### config.mk
export PLATFORM = sky130hd
export DESIGN_NAME = serial_adder_ctrl
export DESIGN_NICKNAME = d
export VERILOG_FILES = /design/src/rtl/serial_adder_ctrl.sv
export SDC_FILE = /design/constraint.sdc
export NUM_CORES = 1
export LEC_CHECK = 0
export CAP_MARGIN = 40
export CORE_ASPECT_RATIO = 0.6
export CORE_MARGIN = 2
export CORE_UTILIZATION = 30
export CTS_CLUSTER_SIZE = 28
export DETAILED_ROUTE_END_ITERATION = 16
export GPL_ROUTABILITY_DRIVEN = 0
export PLACE_DENSITY = 0.6
export SLEW_MARGIN = 10
export SYNTH_ARGS = -nofsm -noshare
export SYNTH_HDL_FRONTEND = slang
export SYNTH_SLANG_ARGS = --single-unit
### constraint.sdc
create_clock -name clk -period 1.5 [get_ports clk]
set_input_delay 0.3 -clock clk [delete_from_list [all_inputs] [get_ports clk]]
set_output_delay 0.3 -clock clk [all_outputs]
set_load 0.005 [all_outputs]
### src/rtl/serial_adder_ctrl.sv
// Bit-serial adder sequencer: one full-adder slice reused over WIDTH cycles,
// with start/busy/done handshake and held Sum/Carry result registers.

module serial_adder_ctrl_fa (
  input  logic a_i,
  input  logic b_i,
  input  logic c_i,
  output logic s_o,
  output logic co_o
);
  assign s_o  = a_i ^ b_i ^ c_i;
  assign co_o = (a_i & b_i) | (c_i & (a_i ^ b_i));
endmodule

module serial_adder_ctrl #(
  parameter int WIDTH = 8
) (
  input  logic             clk,
  input  logic             rst,
  input  logic             start,
  input  logic [WIDTH-1:0] A,
  input  logic [WIDTH-1:0] B,
  input  logic             Cin,
  output logic             busy,
  output logic             done,
  output logic [WIDTH-1:0] Sum,
  output logic             Carry
);
  localparam int CW = (WIDTH > 1) ? $clog2(WIDTH) : 1;
  localparam logic [CW-1:0] LAST = CW'(WIDTH - 1);

  typedef enum logic [1:0] {IDLE, RUN, DONE} state_e;

  state_e           state_q;
  logic [WIDTH-1:0] a_sh_q, b_sh_q, acc_q, sum_q;
  logic [CW-1:0]    cnt_q;
  logic             c_q, carry_q, busy_q, done_q;
  logic             slice_s, slice_co;
  logic [WIDTH-1:0] acc_d;

  serial_adder_ctrl_fa u_slice (
    .a_i (a_sh_q[0]),
    .b_i (b_sh_q[0]),
    .c_i (c_q),
    .s_o (slice_s),
    .co_o(slice_co)
  );

  // Result bits enter at the MSB and walk down, so after WIDTH steps bit 0 is LSB.
  generate
    if (WIDTH == 1) begin : g_acc1
      assign acc_d = slice_s;
    end else begin : g_accn
      assign acc_d = {slice_s, acc_q[WIDTH-1:1]};
    end
  endgenerate

  always_ff @(posedge clk or posedge rst) begin
    if (rst) begin
      state_q <= IDLE;
      a_sh_q  <= '0;
      b_sh_q  <= '0;
      acc_q   <= '0;
      sum_q   <= '0;
      cnt_q   <= '0;
      c_q     <= 1'b0;
      carry_q <= 1'b0;
      busy_q  <= 1'b0;
      done_q  <= 1'b0;
    end else begin
      case (state_q)
        IDLE: begin
          done_q <= 1'b0;
          if (start) begin
            a_sh_q  <= A;
            b_sh_q  <= B;
            c_q     <= Cin;
            cnt_q   <= '0;
            acc_q   <= '0;
            busy_q  <= 1'b1;
            state_q <= RUN;
          end
        end
        RUN: begin
          acc_q  <= acc_d;
          c_q    <= slice_co;
          a_sh_q <= a_sh_q >> 1;
          b_sh_q <= b_sh_q >> 1;
          cnt_q  <= cnt_q + CW'(1);
          if (cnt_q == LAST) begin
            sum_q   <= acc_d;
            carry_q <= slice_co;
            done_q  <= 1'b1;
            state_q <= DONE;
          end
        end
        DONE: begin
          done_q  <= 1'b0;
          busy_q  <= 1'b0;
          state_q <= IDLE;
        end
        default: begin
          done_q  <= 1'b0;
          busy_q  <= 1'b0;
          state_q <= IDLE;
        end
      endcase
    end
  end

  assign busy  = busy_q;
  assign done  = done_q;
  assign Sum   = sum_q;
  assign Carry = carry_q;
endmodule

==> results of run 1 <==
## layout make-up
| class | instances | area, sq um | area share |
|---|---|---|---|
| Inverter | 4 | 15.0 | 0.00654 |
| Multi-Input combinational cell | 86 | 641 | 0.279 |
| Tap cell | 80 | 100 | 0.0436 |
| Clock inverter | 2 | 15.0 | 0.00654 |
| Clock buffer | 6 | 82.6 | 0.0360 |
| Timing Repair Buffer | 45 | 442 | 0.192 |
| Sequential cell | 40 | 1000 | 0.436 |
## repair_timing
action | in CTS | in global routing
setup endpoints to repair | 1 | 7
resized for setup | 1 | 3
setup buffers | 0 | 5
hold buffers | 0 | 0
endpoints found under the hold margin | 0 | 0
## where the power goes
part,switching [uW],internal [uW]
sequential,357,1570
combinational,758,1050
clock,381,372
total,1500,2990
## registers in the layout (all words and copies together) (netlist names), 2 cells and up
register and cells:
state_q 2, Sum 8, cnt_q 3, a_sh_q 8
b_sh_q 8, acc_q 7
## cell usage after synthesis (all sizes together)
master	instances	area, sq um
clkbuf	2	7.51
o22ai	30	188
nor2	4	15.0
dfrtp	40	1000
a21oi	17	85.1
mux2	9	135
o21bai	1	7.51
fa	1	20.0
nand2b	2	12.5
buf	7	45.0
inv	4	15.0
o21ai	5	25.0
nand2	4	31.3
ha	2	25.0
a22o	9	78.8
nor2b	2	15.0
## per-layer routing
metal | routed length [um] | global-route usage
met5 | 0 | 0
met4 | 67 | 0.0557
met3 | 151 | 0.0369
met2 | 1460 | 0.153
met1 | 2000 | 0.191
## through the flow
| stage | power (uW) | hold slack (ns) | std cells |
|---|---|---|---|
| after floorplan | 3020 | 0.436 | 139 |
| after global placement | 3650 | 0.488 | 250 |
| after detailed placement | 3700 | 0.492 | 250 |
| after CTS | 4460 | 0.365 | 258 |
| after global routing | 4830 | 0.368 | 263 |
| final | 4480 | 0.359 | 263 |
## cells by family after synthesis
logic type | share of synthesized area
compound gates | 0.225
flops | 0.587
buf+inv | 0.0396
simple gates | 0.0433
mux | 0.0792
fa+ha+maj | 0.0264
## how the worst max path moves through the flow
stage | end | slack, ns | cells past startpoint
floorplan | Carry$_DFFE_PP0P_ | 0.13 | 4
global placement | a_sh_q[6]$_DFFE_PP0P_ | 0.05 | 5
detailed placement | b_sh_q[7]$_DFFE_PP0P_ | 0.03 | 5
CTS | Sum[4]$_DFFE_PP0P_ | 0.02 | 4
global route | Sum[2] | 0.0008 | 1
finish | Sum[2] | 0.04 | 1
==> out/results.txt, run 1 <==
worst skew pair latency -> 0.29 ns
reg2reg end -> Sum[4]$_DFFE_PP0P_
Final Skew -> 0.00949 ns
Critical Path Slowest Stage Cell -> clkdlybuf4s50_1
syn_nets -> 162
final setup TNS -> 0 ns
CP Data Arrival Time -> 1.16 ns
crit path cell chain -> clkdlybuf4s50_1
final net count -> 205
crit path launch -> Sum[2]$_DFFE_PP0P_
worst path bufs/invs -> 1
Netlist Area Pre-Place -> 0.00171 sq mm
largest net degree at the start of global routing -> 41
Final Cell Area -> 0.00230 sq mm
status -> complete, no violations
Synth Instances -> 139
Synth warnings -> 0
pwr dens -> 1950 mW/mm^2
I/O Pins -> 31
Synth Register Bits -> 40
layout cells sized above 1 -> 0.191
# H-tree levels -> 2
syn_area_per_cell -> 12.3 sq um
crit share post-route -> 0.971
most frequent cells in the layout -> dfrtp_1, o22ai_1, clkdlybuf4s50_1, a21oi_1, buf_4
Die Ht -> 62.4 um
peak supply drop -> 0.570 mV
die area -> 0.00633 sq mm
vias in the first global route -> 1220
drt wl/cell -> 14.0 um
Reg2Reg Depth -> 4
Fillers -> 515
Final Core Density -> 0.414
vias per cell -> 4.74
initial DRC count -> 63
num rows -> 21
most common cell after layout, fill and taps aside -> dfrtp_1
Placed Area -> 0.00215 sq mm
vias post-DR -> 1246
number of I/O port buffers -> 30
Clock Tree Buf Depth -> 2
First-pass DRT Iterations -> 4
diode count -> 0
crit path capture type -> primary output
core area -> 0.00554 sq mm
Setup Viol. Count Final -> 0
Routed Antenna Nets -> 0
crit-path max FO -> 2
Area Overhead vs Synth -> 34.5%
library cells used by synthesis -> 21
fin. max-slew vios -> 0
GRT overflow -> 0
sequential-to-total area share from yosys stat -> 0.587
actual slew at the worst max-slew pin -> 0.476 ns
Worst Hold Class -> input port to async pin
setup ws final -> 0.0437 ns
CTS tree -> built
Max Freq -> 687 MHz
Max stage delay on crit path -> 0.50 ns
die width -> 101 um
unrepaired setup endpoints after global routing -> false
Fin. Hold Viols -> 0
minimum clock period -> 1.46 ns
CP delay by family, top -> buffers and inverters
Startpoint Class -> flip-flop
post-DP HPWL -> 2430 um
clock tree sinks -> 40
first-pass GRT wire length -> 5990 um
cell leakage power -> 0.00104 uW
DRC violations left -> 0
reg2reg start -> cnt_q[0]$_DFFE_PP0P_
CTS clk-pin slew, worst paths -> 0.08 ns
dpl ws -> 0.0331 ns
Overall Global Routing Usage -> 0.123
CTS Buf Count -> 5
r2r setup slk -> 0.09 ns
worst slew margin relative to its limit -> 0.683
Total Routed Length -> 3680 um
Setup CP Type -> flip-flop to primary output
max-cap violations -> 0
required time of the critical path -> 1.20 ns
initial antenna violation count -> 0
Initial Util -> 0.308
root buffer cell -> clkbuf_8
Power figures use the tool's default switching activity.
==> inputs of run 2 (changes only) <==
--- a/config.mk
+++ b/config.mk
@@ -12,8 +12,9 @@
 export CTS_CLUSTER_SIZE = 28
 export DETAILED_ROUTE_END_ITERATION = 16
 export GPL_ROUTABILITY_DRIVEN = 0
-export PLACE_DENSITY = 0.6
+export PLACE_DENSITY = 0.59
 export SLEW_MARGIN = 10
 export SYNTH_ARGS = -nofsm -noshare
 export SYNTH_HDL_FRONTEND = slang
+export SYNTH_HIERARCHICAL = 1
 export SYNTH_SLANG_ARGS = --single-unit
==> run 2 against run 1 <==
Global-route usage is 0.56 points higher. Die area is 2.6% higher. Setup slack better by 0.016 ns. Sequential share of layout area is 1.0 points lower. Largest power group unchanged. Via count is 2.0% higher. Synthesized area is 2.7% higher. Clock skew hardly changed. Largest cell class unchanged. Register-to-register slack worse by 0.02 ns. Utilization is 0.59 points higher.
==> out/results.txt, run 2 <==
sequential-to-total area share from yosys stat -> 0.571
worst hold slack -> 0.360 ns
reg2reg end -> Sum[5]$_DFFE_PP0P_
count leader, synth -> dfrtp_1
diode count -> 0
Setup CP Type -> flip-flop to primary output
max-cap violations -> 0
unrepaired setup endpoints after global routing -> false
peak supply drop -> 0.506 mV
sequential share of power -> 0.416
most common cell after layout, fill and taps aside -> dfrtp_1
met1 Use GR -> 0.194
CTS tree -> built
clock share of power -> 0.193
final net count -> 211
Placed Area -> 0.00222 sq mm
status -> complete, no violations
syn_area_per_cell -> 12.1 sq um
library cells used by synthesis -> 27
root buffer cell -> clkbuf_8
asr flop ratio synth -> 1.00
top post-synthesis cells by area -> dfrtp_1, mux2_2, nor3b_1
core area -> 0.00560 sq mm
setup ws final -> 0.0597 ns
vias in the first global route -> 1259
CTS Hold Buffers Added -> 0
Max Freq -> 694 MHz
First-pass DRT Iterations -> 4
crit-path max FO -> 2
synth cell count leaders -> dfrtp_1, nor3b_1, a22o_1, inv_1, mux2_2
actual slew at the worst max-slew pin -> 0.417 ns
die width -> 103 um
pwr dens -> 1890 mW/mm^2
Synth warnings -> 6
post-DP HPWL -> 2570 um
drt wl/cell -> 13.5 um
most common flop cell mapped by yosys -> dfrtp_1
I/O Pins -> 31
initial antenna violation count -> 0
fin. max-slew vios -> 0
vias post-DR -> 1271
EDFF count, synth -> 0
dpl ws -> -0.329 ns
P_int -> 3050 uW
clock tree sinks -> 40
num rows -> 21
CP delay by family, top -> buffers and inverters
worst skew pair latency -> 0.29 ns
Crit path depth -> 1
CTS clk-pin slew, worst paths -> 0.08 ns
initial DRC count -> 61
cell leakage power -> 0.00104 uW
first-pass GRT wire length -> 6330 um
layout cells sized above 1 -> 0.196
GRT overflow -> 0
syn_nets -> 168
Routed Antenna Nets -> 0
met2 GRT Util -> 0.172
Critical Path Slowest Stage Cell -> clkdlybuf4s50_1
minimum clock period -> 1.44 ns
Switching Fraction -> 0.314
CTS Buf Count -> 5
Setup Viol. Count Final -> 0
crit path capture type -> primary output
number of I/O port buffers -> 30
Initial Util -> 0.313
Yosys top cell area share -> 0.571
Area Overhead vs Synth -> 34.1%
vias per cell -> 4.72
Reg2Reg Depth -> 4
final setup TNS -> 0 ns
reg2reg start -> cnt_q[0]$_DFFE_PP0P_
die area -> 0.00649 sq mm
Total Routed Length -> 3630 um
Max stage delay on crit path -> 0.50 ns
Yosys top cell by area -> dfrtp_1
combinational fraction of design power -> 0.391
Die Ht -> 63.2 um
Synth Register Bits -> 40
# H-tree levels -> 2
Fin. Hold Viols -> 0
Worst Hold Class -> input port to async pin
largest net degree at the start of global routing -> 41
crit share post-route -> 0.960
Final Cell Area -> 0.00235 sq mm
Netlist Area Pre-Place -> 0.00175 sq mm
Overall Global Routing Usage -> 0.129
Startpoint Class -> flip-flop
routing usage on met3 -> 0.0400
worst slew margin relative to its limit -> 0.721
CP Data Arrival Time -> 1.14 ns
total net switching power -> 1400 uW
r2r setup slk -> 0.07 ns
DRC violations left -> 0
required time of the critical path -> 1.20 ns
worst path bufs/invs -> 1
Clock Tree Buf Depth -> 2
Synth Instances -> 145
GR peak layer -> met1
Tot Pwr -> 4450 uW
most frequent cells in the layout -> dfrtp_1, clkdlybuf4s50_1, nor3b_1, buf_4
crit path cell chain -> clkdlybuf4s50_1
Final Skew -> 0.00919 ns
[run 2: cell types whose count changed in the layout (fill, tap and decap cells not counted), moves of 3 or more]
cell,delta
a21oi_1,-10
nor2b_1,+7
a221oi_1,+6
mux2_2,+9
inv_1,+5
nor2_1,+3
o22ai_1,-30
o22a_1,+6
mux2_4,-9
nor3b_1,+12
nand3b_1,+3
[run 2: cell type report]
cell class                      count  area (sq um)
Clock buffer                        6          72.6
Clock inverter                      2          35.0
Fill cell                         540          3250
Inverter                            9          33.8
Multi-Input combinational cell     89           691
Sequential cell                    40          1000
Tap cell                           80           100
Timing Repair Buffer               43           418
[run 2: power by group through the flow]
stage / combinational (uW) / clock [uW] / sequential [uW]
after global routing: 1950 / 930 / 1910
after global placement: 1720 / 0 / 1870
after detailed placement: 1750 / 0 / 1870
after CTS: 1760 / 879 / 1860
final: 1740 / 860 / 1850
after floorplan: 1130 / 0 / 1800
[run 2: cell families (layout without fill, tap and decap cells)]
group	after synthesis	in the layout	share of synthesized area
adders and majority gates	3	3	0.0257
and+or+nand+nor	39	40	0.138
DFF	40	40	0.571
muxes	9	9	0.0578
AOI/OAI and AO/OA	37	37	0.163
buffers and inverters	17	60	0.0442
[run 2: how the worst max path moves through the flow]
stage                          from               endpoint
2_1_floorplan  cnt_q[0]$_DFFE_PP0P_      Carry$_DFFE_PP0P_
5_1_grt          Sum[7]$_DFFE_PP0P_                 Sum[7]
3_5_place_dp                  start  a_sh_q[1]$_DFFE_PP0P_
6_report           done$_DFFE_PP0P_                   done
4_1_cts            busy$_DFFE_PP0P_                   busy
3_3_place_gp                  start  b_sh_q[3]$_DFFE_PP0P_
[run 2: what timing repair did]
action | in CTS | in global routing
pin swaps | 0 | 1
cloned | 0 | 1
endpoints found under the hold margin | 0 | 0
resized for setup | 1 | 4
buffers inserted | 0 | 0
endpoints found under the setup margin | 1 | 10
[run 2: stage by stage]
step	utilization	cells
2_1_floorplan	-	145
3_3_place_gp	0.397	260
3_5_place_dp	0.397	260
4_1_cts	0.417	268
5_1_grt	0.420	269
6_report	0.420	269
[run 2: routing by layer]
metal / wire (um) / vias up
met5: 0 / -
met4: 58 / 0
met3: 178 / 5
met2: 1510 / 29
met1: 1880 / 626
li1: - / 611
==> inputs of run 3 (changes only) <==
--- a/config.mk
+++ b/config.mk
@@ -13,6 +13,7 @@
 export DETAILED_ROUTE_END_ITERATION = 16
 export GPL_ROUTABILITY_DRIVEN = 0
 export PLACE_DENSITY = 0.59
+export SETUP_SLACK_MARGIN = 0.4
 export SLEW_MARGIN = 10
 export SYNTH_ARGS = -nofsm -noshare
 export SYNTH_HDL_FRONTEND = slang
==> run 3 against run 2 <==
Clock power is 2.8% higher. Setup slack gained 0.12 ns. Power rose by 27%. Utilization grew 9.9 points. Hold slack better by 0.025 ns. Final cell count is 12% higher. Critical endpoint is now Sum[1]$_DFFE_PP0P_. Highest routed layer unchanged.
==> out/results.txt, run 3 (synthesized netlist as in run 2, its figures left out) <==
status -> complete, no violations
Area Overhead vs Synth -> 65.6%
initial DRC count -> 24
Switching Fraction -> 0.333
Die Ht -> 63.2 um
placed cell count -> 259
die width -> 103 um
CTS Buf Count -> 5
Total Routed Length -> 4600 um
cell leakage power -> 0.00131 uW
worst skew pair latency -> 0.30 ns
First-pass DRT Iterations -> 4
Fin. Hold Viols -> 0
max-cap violations -> 0
Initial Util -> 0.313
peak supply drop -> 0.599 mV
crit path capture type -> flip-flop
most common cell after layout, fill and taps aside -> dfrtp_1
vias post-DR -> 1387
Max stage delay on crit path -> 0.41 ns
crit share post-route -> 0.883
actual slew at the worst max-slew pin -> 0.239 ns
initial antenna violation count -> 0
Worst Hold Class -> input port to async pin
Top Layer Used -> met4
die area -> 0.00649 sq mm
Critical Path Slowest Stage Cell -> dfrtp_1
dpl ws -> -0.236 ns
sequential share of power -> 0.332
layout cells sized above 1 -> 0.491
Final Skew -> 0.00597 ns
wire length on met1 -> 2120 um
met2 wire len -> 2200 um
Setup CP Type -> flip-flop to flip-flop
post-DP HPWL -> 2770 um
first-pass GRT wire length -> 7180 um
r2r setup slk -> 0.18 ns
Routed Antenna Nets -> 0
CP Data Arrival Time -> 1.51 ns
Overall Global Routing Usage -> 0.146
core area -> 0.00560 sq mm
clock tree sinks -> 40
final setup TNS -> 0 ns
Final Non-Filler Cells -> 300
worst slew margin relative to its limit -> 0.839
DR WL met3 -> 170 um
crit path cell chain -> ha_2 -> ha_4 -> nand2_8 -> mux2_4
crit-path max FO -> 5
clock share of power -> 0.156
DRC violations left -> 0
fin. max-slew vios -> 0
number of I/O port buffers -> 30
minimum clock period -> 1.32 ns
P_int -> 3780 uW
combinational fraction of design power -> 0.512
reg2reg end -> Sum[1]$_DFFE_PP0P_
most frequent cells in the layout -> dfrtp_1, buf_4, clkdlybuf4s50_1, buf_6, buf_2
vias in the first global route -> 1474
pwr dens -> 1950 mW/mm^2
final net count -> 242
setup ws final -> 0.176 ns
I/O Pins -> 31
worst hold slack -> 0.385 ns
Tot Pwr -> 5670 uW
largest net degree at the start of global routing -> 41
# H-tree levels -> 2
Setup Viol. Count Final -> 0
drt wl/cell -> 15.3 um
Max Freq -> 755 MHz
vias per cell -> 4.62
reg2reg start -> cnt_q[0]$_DFFE_PP0P_
total net switching power -> 1890 uW
CTS tree -> built
num rows -> 21
Reg2Reg Depth -> 4
Startpoint Class -> flip-flop
required time of the critical path -> 1.69 ns
CTS clk-pin slew, worst paths -> 0.08 ns
root buffer cell -> clkbuf_8
diode count -> 0
Clock Tree Buf Depth -> 2
GRT overflow -> 0
unrepaired setup endpoints after global routing -> true
run 3: cell types whose count changed in the layout (fill, tap and decap cells not counted), sizes merged:
| cell | previous run | this run |
|---|---|---|
| buf | 13 | 54 |
| clkdlybuf4s50 | 27 | 18 |
| inv | 9 | 8 |
| dlygate4sd2 | 0 | 1 |
| dlymetal6s2s | 3 | 0 |
| clkinvlp | 0 | 2 |
run 3: critical path, delay by kind of cell (launching register included):
| family | cells | cell delay, ns |
|---|---|---|
| muxes | 1 | 0.30 |
| adders and majority gates | 2 | 0.40 |
| DFF | 1 | 0.41 |
| and+or+nand+nor | 1 | 0.10 |
run 3: per-layer routing:
layer / GRT usage / vias up
li1: - / 667
met1: 0.187 / 686
met2: 0.229 / 25
met3: 0.0477 / 9
met4: 0.0583 / 0
met5: 0 / -
run 3: layout make-up:
class                           count  area (sq um)
Fill cell                         470          2690
Timing Repair Buffer               74           724
Clock inverter                      3          42.5
Tap cell                           80           100
Inverter                            9          37.5
Multi-Input combinational cell     89           926
Sequential cell                    40          1000
Clock buffer                        5          68.8
run 3: how the worst max path moves through the flow:
| stage | start | end | cells past startpoint |
|---|---|---|---|
| 5_1_grt | cnt_q[0]$_DFFE_PP0P_ | Sum[0]$_DFFE_PP0P_ | 4 |
| 4_1_cts | cnt_q[0]$_DFFE_PP0P_ | Sum[1]$_DFFE_PP0P_ | 4 |
| 3_5_place_dp | start | a_sh_q[3]$_DFFE_PP0P_ | 3 |
| 6_report | cnt_q[0]$_DFFE_PP0P_ | Sum[1]$_DFFE_PP0P_ | 4 |
| 3_3_place_gp | start | b_sh_q[1]$_DFFE_PP0P_ | 3 |
| 2_1_floorplan | cnt_q[0]$_DFFE_PP0P_ | Carry$_DFFE_PP0P_ | 4 |
run 3: power by group through the flow:
stage | registers (uW) | clock network [uW] | logic [uW]
final | 1880 | 884 | 2910
after global routing | 1940 | 949 | 3150
after CTS | 1870 | 900 | 2400
after detailed placement | 1910 | 0 | 1930
after global placement | 1890 | 0 | 1840
after floorplan | 1820 | 0 | 1350
run 3: repair_timing:
item	in CTS	in global routing
setup endpoints to repair	49	50
pin swaps	15	5
setup buffers	16	13
hold buffers	0	0
gates cloned	3	1
gates resized for setup	72	27
run 3: through the flow:
step	utilization	instance area [sq um]
after floorplan	-	1870
after global placement	0.414	2320
after detailed placement	0.414	2320
after CTS	0.472	2640
after global routing	0.519	2900
final	0.519	2900
